File: src/rtl/morse_pkg.sv
// Shared definitions for the Morse character encoder.
//   state_t  : encoder FSM states
//   units_t  : duration expressed in Morse time units
//   *_UNITS  : standard Morse element lengths in units
package morse_pkg;

  typedef enum logic [1:0] {IDLE, MARK, SPACE, GAP} state_t;

  localparam int UNITS_W = 3;
  typedef logic [UNITS_W-1:0] units_t;

  localparam units_t DOT_UNITS      = 3'd1;
  localparam units_t DASH_UNITS     = 3'd3;
  localparam units_t SYM_GAP_UNITS  = 3'd1;
  localparam units_t CHAR_GAP_UNITS = 3'd3;
  localparam units_t WORD_GAP_UNITS = 3'd7;

endpackage

File: src/rtl/morse_unit_timer.sv
// Loadable down-counter measuring element durations in Morse units.
//   clk, reset : clock, synchronous active-high reset
//   load       : reload with units*UNIT_CYCLES-1 (state entry)
//   units      : duration in Morse units for the next element
//   last       : high while the count is 0, i.e. final cycle of the element
module morse_unit_timer
  import morse_pkg::*;
#(
  parameter  int UNIT_CYCLES = 4,
  localparam int CNT_W       = $clog2(7*UNIT_CYCLES+1)
) (
  input  logic   clk,
  input  logic   reset,
  input  logic   load,
  input  units_t units,
  output logic   last
);

  logic [CNT_W-1:0] count;

  always_ff @(posedge clk) begin
    if (reset) begin
      count <= '0;
    end else if (load) begin
      count <= CNT_W'(int'(units) * UNIT_CYCLES - 1);
    end else if (count != '0) begin
      // Saturates at 0 so an idle timer keeps reporting last.
      count <= count - CNT_W'(1);
    end
  end

  assign last = (count == '0);

endmodule

File: src/rtl/morse_char_encoder.sv
// Whole-character Morse keyer: accepts a packed dot/dash pattern per
// valid/ready handshake and emits on/off keying with symbol, character
// and word spacing.
//   clk, reset  : clock, synchronous active-high reset
//   in_valid    : character present on in_code/in_len/in_word_gap
//   in_ready    : character can be accepted this cycle
//   in_code     : symbol bits, bit 0 first, 1=dash 0=dot
//   in_len      : symbols to send, clamped to MAX_LEN
//   in_word_gap : trailing gap is a word gap (7 units) instead of 3 units
//   z           : keying output, 1=mark
//   busy        : character in progress
//   done        : pulse on the final cycle of the trailing gap
module morse_char_encoder
  import morse_pkg::*;
#(
  parameter  int MAX_LEN     = 5,
  parameter  int UNIT_CYCLES = 4,
  localparam int LEN_W       = $clog2(MAX_LEN+1)
) (
  input  logic               clk,
  input  logic               reset,
  input  logic               in_valid,
  output logic               in_ready,
  input  logic [MAX_LEN-1:0] in_code,
  input  logic [LEN_W-1:0]   in_len,
  input  logic               in_word_gap,
  output logic               z,
  output logic               busy,
  output logic               done
);

  state_t             state, next_state;
  logic [MAX_LEN-1:0] code, code_shift;
  logic [LEN_W-1:0]   remaining, len_clamped;
  logic               word_gap;
  logic               accept, advance, load, last;
  units_t             units;

  assign code_shift  = code >> 1;
  assign len_clamped = (in_len > LEN_W'(MAX_LEN)) ? LEN_W'(MAX_LEN) : in_len;
  assign in_ready    = (state == IDLE) && !reset;
  assign accept      = in_valid && in_ready;

  morse_unit_timer #(.UNIT_CYCLES(UNIT_CYCLES)) u_timer (
    .clk   (clk),
    .reset (reset),
    .load  (load),
    .units (units),
    .last  (last)
  );

  always_ff @(posedge clk) begin
    if (reset) state <= IDLE;
    else       state <= next_state;
  end

  always_comb begin
    next_state = state;
    load       = 1'b0;
    units      = DOT_UNITS;
    advance    = 1'b0;
    case (state)
      IDLE: begin
        if (accept) begin
          load = 1'b1;
          if (len_clamped != '0) begin
            next_state = MARK;
            units      = in_code[0] ? DASH_UNITS : DOT_UNITS;
          end else begin
            next_state = GAP;
            units      = in_word_gap ? WORD_GAP_UNITS : CHAR_GAP_UNITS;
          end
        end
      end
      MARK: begin
        if (last) begin
          load = 1'b1;
          // remaining still counts the symbol just sent
          if (remaining > LEN_W'(1)) begin
            next_state = SPACE;
            units      = SYM_GAP_UNITS;
          end else begin
            next_state = GAP;
            units      = word_gap ? WORD_GAP_UNITS : CHAR_GAP_UNITS;
          end
        end
      end
      SPACE: begin
        if (last) begin
          load       = 1'b1;
          advance    = 1'b1;
          next_state = MARK;
          units      = code_shift[0] ? DASH_UNITS : DOT_UNITS;
        end
      end
      GAP: begin
        if (last) next_state = IDLE;
      end
      default: next_state = IDLE;
    endcase
  end

  always_ff @(posedge clk) begin
    if (reset) begin
      code      <= '0;
      remaining <= '0;
      word_gap  <= 1'b0;
    end else if (accept) begin
      code      <= in_code;
      remaining <= len_clamped;
      word_gap  <= in_word_gap;
    end else if (advance) begin
      code      <= code_shift;
      remaining <= remaining - LEN_W'(1);
    end
  end

  assign z    = (state == MARK);
  assign busy = (state != IDLE);
  assign done = (state == GAP) && last;

endmodule

File: config.mk
export PLATFORM = sky130hd
export DESIGN_NAME = morse_char_encoder
export DESIGN_NICKNAME = d
export VERILOG_FILES = /design/src/rtl/morse_pkg.sv /design/src/rtl/morse_unit_timer.sv /design/src/rtl/morse_char_encoder.sv
export SDC_FILE = /design/constraint.sdc
export NUM_CORES = 1
export LEC_CHECK = 0
export CORE_MARGIN = 2
export CORE_UTILIZATION = 40
export CTS_CLUSTER_DIAMETER = 80
export DETAILED_ROUTE_END_ITERATION = 8
export PLACE_DENSITY = 0.7
export SYNTH_ARGS = -nofsm -noshare
export SYNTH_HDL_FRONTEND = slang
export SYNTH_HIERARCHICAL = 1
export SYNTH_SLANG_ARGS = --single-unit
File: constraint.sdc
create_clock -name clk -period 3.3 [get_ports clk]
set_clock_uncertainty 0.15 [all_clocks]
set_input_delay 0.99 -clock clk [delete_from_list [all_inputs] [get_ports clk]]
set_output_delay 0.99 -clock clk [all_outputs]
set_load 0.01 [all_outputs]
==> impl_metrics.env <==
export IMPL_ys_seq_elements=15
export IMPL_vias=855
export IMPL_p_sw_uw=334
export IMPL_critPathSlowestCell="clkdlybuf4s50_1"
export IMPL_finalHoldViolCount=0
export IMPL_routabilityCongestion=0.834
export IMPL_start_util=0.416
export IMPL_seq_area_frac_synth=0.297
export IMPL_grt_remaining_overflow=0
export IMPL_slew_viol_final=0
export IMPL_vdd_drop_max_mv=0.380
export IMPL_yosysWarnings=6
export IMPL_portBuffers=15
export IMPL_synth_edf_count=0
export IMPL_clkTransAtPathRegs_ps=80
export IMPL_ctsRootBufferMaster="clkbuf_4"
export IMPL_rows=18
export IMPL_grt_antenna_before_repair=0
export IMPL_outcome="finished clean"
export IMPL_synth_async_sr_flop_share=0
export IMPL_totalWireLength_mm=2.00
export IMPL_antenna_cells=0
export IMPL_seqCellArea_um2=300
export IMPL_dieWidth_um=54.3
export IMPL_p_int_uw=518
export IMPL_worstPathArrival_ps=1880
export IMPL_ant_nets=0
export IMPL_core_area_mm2=0.00243
export IMPL_insertion_delay_ps=270
export IMPL_grt_pass1_wl_mm=3.39
export IMPL_drv_cap=0
export IMPL_io_pins=16
export IMPL_p_per_area_mw_per_mm2=685
export IMPL_critical_path_top_delay_family="buffers and inverters"
export IMPL_syn_area_mm2=0.00101
export IMPL_cts_buffer_depth=2
export IMPL_cts_resized=1
export IMPL_ctsHoldBuffers=0
export IMPL_grt_pass1_vias=783
export IMPL_pwr_share_comb=0.562
export IMPL_fin_tns_setup_ps=0
export IMPL_place_area_mm2=0.00122
export IMPL_synth_cell_types=36
export IMPL_fin_crit_sh=0.915
export IMPL_grt_setup_unrepaired="false"
export IMPL_clock_sinks=15
export IMPL_syn_num_nets=136
export IMPL_drc=0
export IMPL_area_growth_pct=22.9
export IMPL_fin_nets=159
export IMPL_netlist_instances=114
export IMPL_cts_inserted_buffers=3
export IMPL_fmax_mhz=331
export IMPL_dpl_hpwl_mm=1.55
export IMPL_endpoint_kind="primary output"
export IMPL_cp_cell_sequence="clkdlybuf4s50_1, nor2b_4, dlygate4sd2_1"
export IMPL_htreeDepth=1
export IMPL_cp_required_ps=2160
export IMPL_path_class="input port to primary output"
export IMPL_track_usage=0.160
export IMPL_placed_cells=162
export IMPL_tritoncts="yes"
export IMPL_setup_viol=0
export IMPL_dieArea_mm2=0.00295
export IMPL_crit_path_start_kind="input port"
export IMPL_whs_ps=311
export IMPL_grt_max_degree=18
export IMPL_swShare=0.392
export IMPL_vias_per_cell=5.15
export IMPL_path_max_fanout=2
export IMPL_first_pass_iters=4
export IMPL_leakagePower_uw=0.000500
export IMPL_period_needed_ps=3020
export IMPL_final_layout_size_suffix_gt1_frac=0.154
export IMPL_wire_per_inst_um=12.1
export IMPL_max_stage_delay_ps=480
export IMPL_post_cts_buffers=0
export IMPL_n_fill_cell=247
export IMPL_ys_flop_type="dfxtp_1"
export IMPL_drtIter0Drc=10
export IMPL_utilization=0.511
export IMPL_clockPowerShare=0.118
export IMPL_holdCritPathClass="flop to flop"
export IMPL_multi_input_area_um2=641
export IMPL_stdcell_count=166
export IMPL_die_h_um=54.3
export IMPL_critPathBufInv=2
export IMPL_fin_area_mm2=0.00124
export IMPL_avgSynthCellArea_um2=8.88
export IMPL_pwr_share_seq=0.320
==> cells in the mapped netlist, types with 3 or more instances <==
master	instances	area, um^2
inv_1	12	45.0
nor2_1	5	18.8
dfxtp_1	15	300
xnor2_1	4	35.0
nand3_1	7	35.0
ha_1	10	125
nand2_1	11	41.3
a311oi_2	3	45.0
a21oi_1	9	45.0
==> worst register-to-register path, stage by stage, from the launching register on <==
cell and delay, ps:
dfxtp_1 360, inv_1 150, ha_1 220, nor2b_4 160, buf_4 110, and2_1 200, o21ai_1 90, a31oi_1 190
inv_1 60, ha_1 260, or3_1 360, o41ai_1 60
==> per-stage QoR <==
| step | total power (uW) | setup slack, ps |
|---|---|---|
| final | 851 | 280 |
| after global routing | 929 | 217 |
| after CTS | 861 | 266 |
| after detailed placement | 759 | 0.808 |
| after global placement | 746 | -1.77 |
| after floorplan | 638 | 782 |
==> path summary, 6_finish.rpt <==
| path | startpoint | end | slack (ps) | depth (start not counted) |
|---|---|---|---|---|
| worst max-delay path | reset | in_ready | 280 | 3 |
| worst min-delay path | word_gap | word_gap | 310 | 2 |
| worst max register to register | state[0] | u_timer/count[3] | 820 | 11 |
| worst min register to register | word_gap | word_gap | 310 | 2 |
==> cell usage in the layout, fill, tap and decap left out <==
cell,netlist,layout
a211oi_1,2,2
xor2_1,2,2
a21oi_1,9,9
clkdlybuf4s50_1,0,14
nand4b_1,1,1
dlygate4sd2_1,0,1
a211oi_2,2,2
nor2b_4,1,1
nor4b_4,1,1
clkbuf_1,0,1
nand2_2,2,2
a31oi_1,1,1
dfxtp_1,15,15
buf_4,0,6
and2_1,2,2
nand2b_1,1,1
inv_1,12,12
nand3_1,7,7
nand3b_1,2,2
a21o_1,2,2
nor3_1,2,2
a311oi_1,1,1
o21ai_1,1,1
or3_1,2,2
o21bai_1,1,1
nor2_1,5,5
nor3_2,1,1
nand2_1,11,11
or2_2,1,1
conb_1,1,1
clkbuf_4,0,3
o311ai_0,1,1
o41ai_1,1,1
ha_1,10,10
nor3b_1,1,1
xnor2_1,4,4
a2bb2oi_2,1,1
a311oi_2,3,3
mux2i_1,2,2
==> flip-flops by register name, summed over array words and instances, names as in the netlist <==
signal         cells
state              2
u_timer/count      5
word_gap           1
code               4
remaining          3
==> power by group through the flow <==
stage	Combinational [uW]	Sequential, uW	Clock, uW
3_5_place_dp	482	277	0
4_1_cts	482	272	107
5_1_grt	533	278	117
3_3_place_gp	472	275	0
2_1_floorplan	370	268	0
6_report	478	272	101
==> final cells by class <==
type,instances,share of cell area
Multi-Input combinational cell,84,0.515
Sequential cell,15,0.241
Timing Repair Buffer,21,0.156
Inverter,12,0.0362
Tap cell,30,0.0302
Clock buffer,4,0.0211
==> kinds of logic (layout without fill, tap and decap cells) <==
logic type,count (synthesis),after routing,share of synthesized area
multiplexers,2,2,0.0198
flip-flops,15,15,0.297
XOR/XNOR,6,6,0.0519
adder cells (fa/ha/maj),10,10,0.124
other,1,1,0.00370
buffers and inverters,15,37,0.0704
AO/OA/AOI/OAI,25,25,0.203
AND/OR/NAND/NOR,40,40,0.231
==> metal layers <==
metal	GRT usage	routed length, um	vias up
met2	0.265	946	10
met1	0.209	978	402
met3	0.0164	46	2
met4	0.0750	30	0
li1	-	-	441
met5	0	0	-
Note: power is estimated with default switching activity, not from simulation.
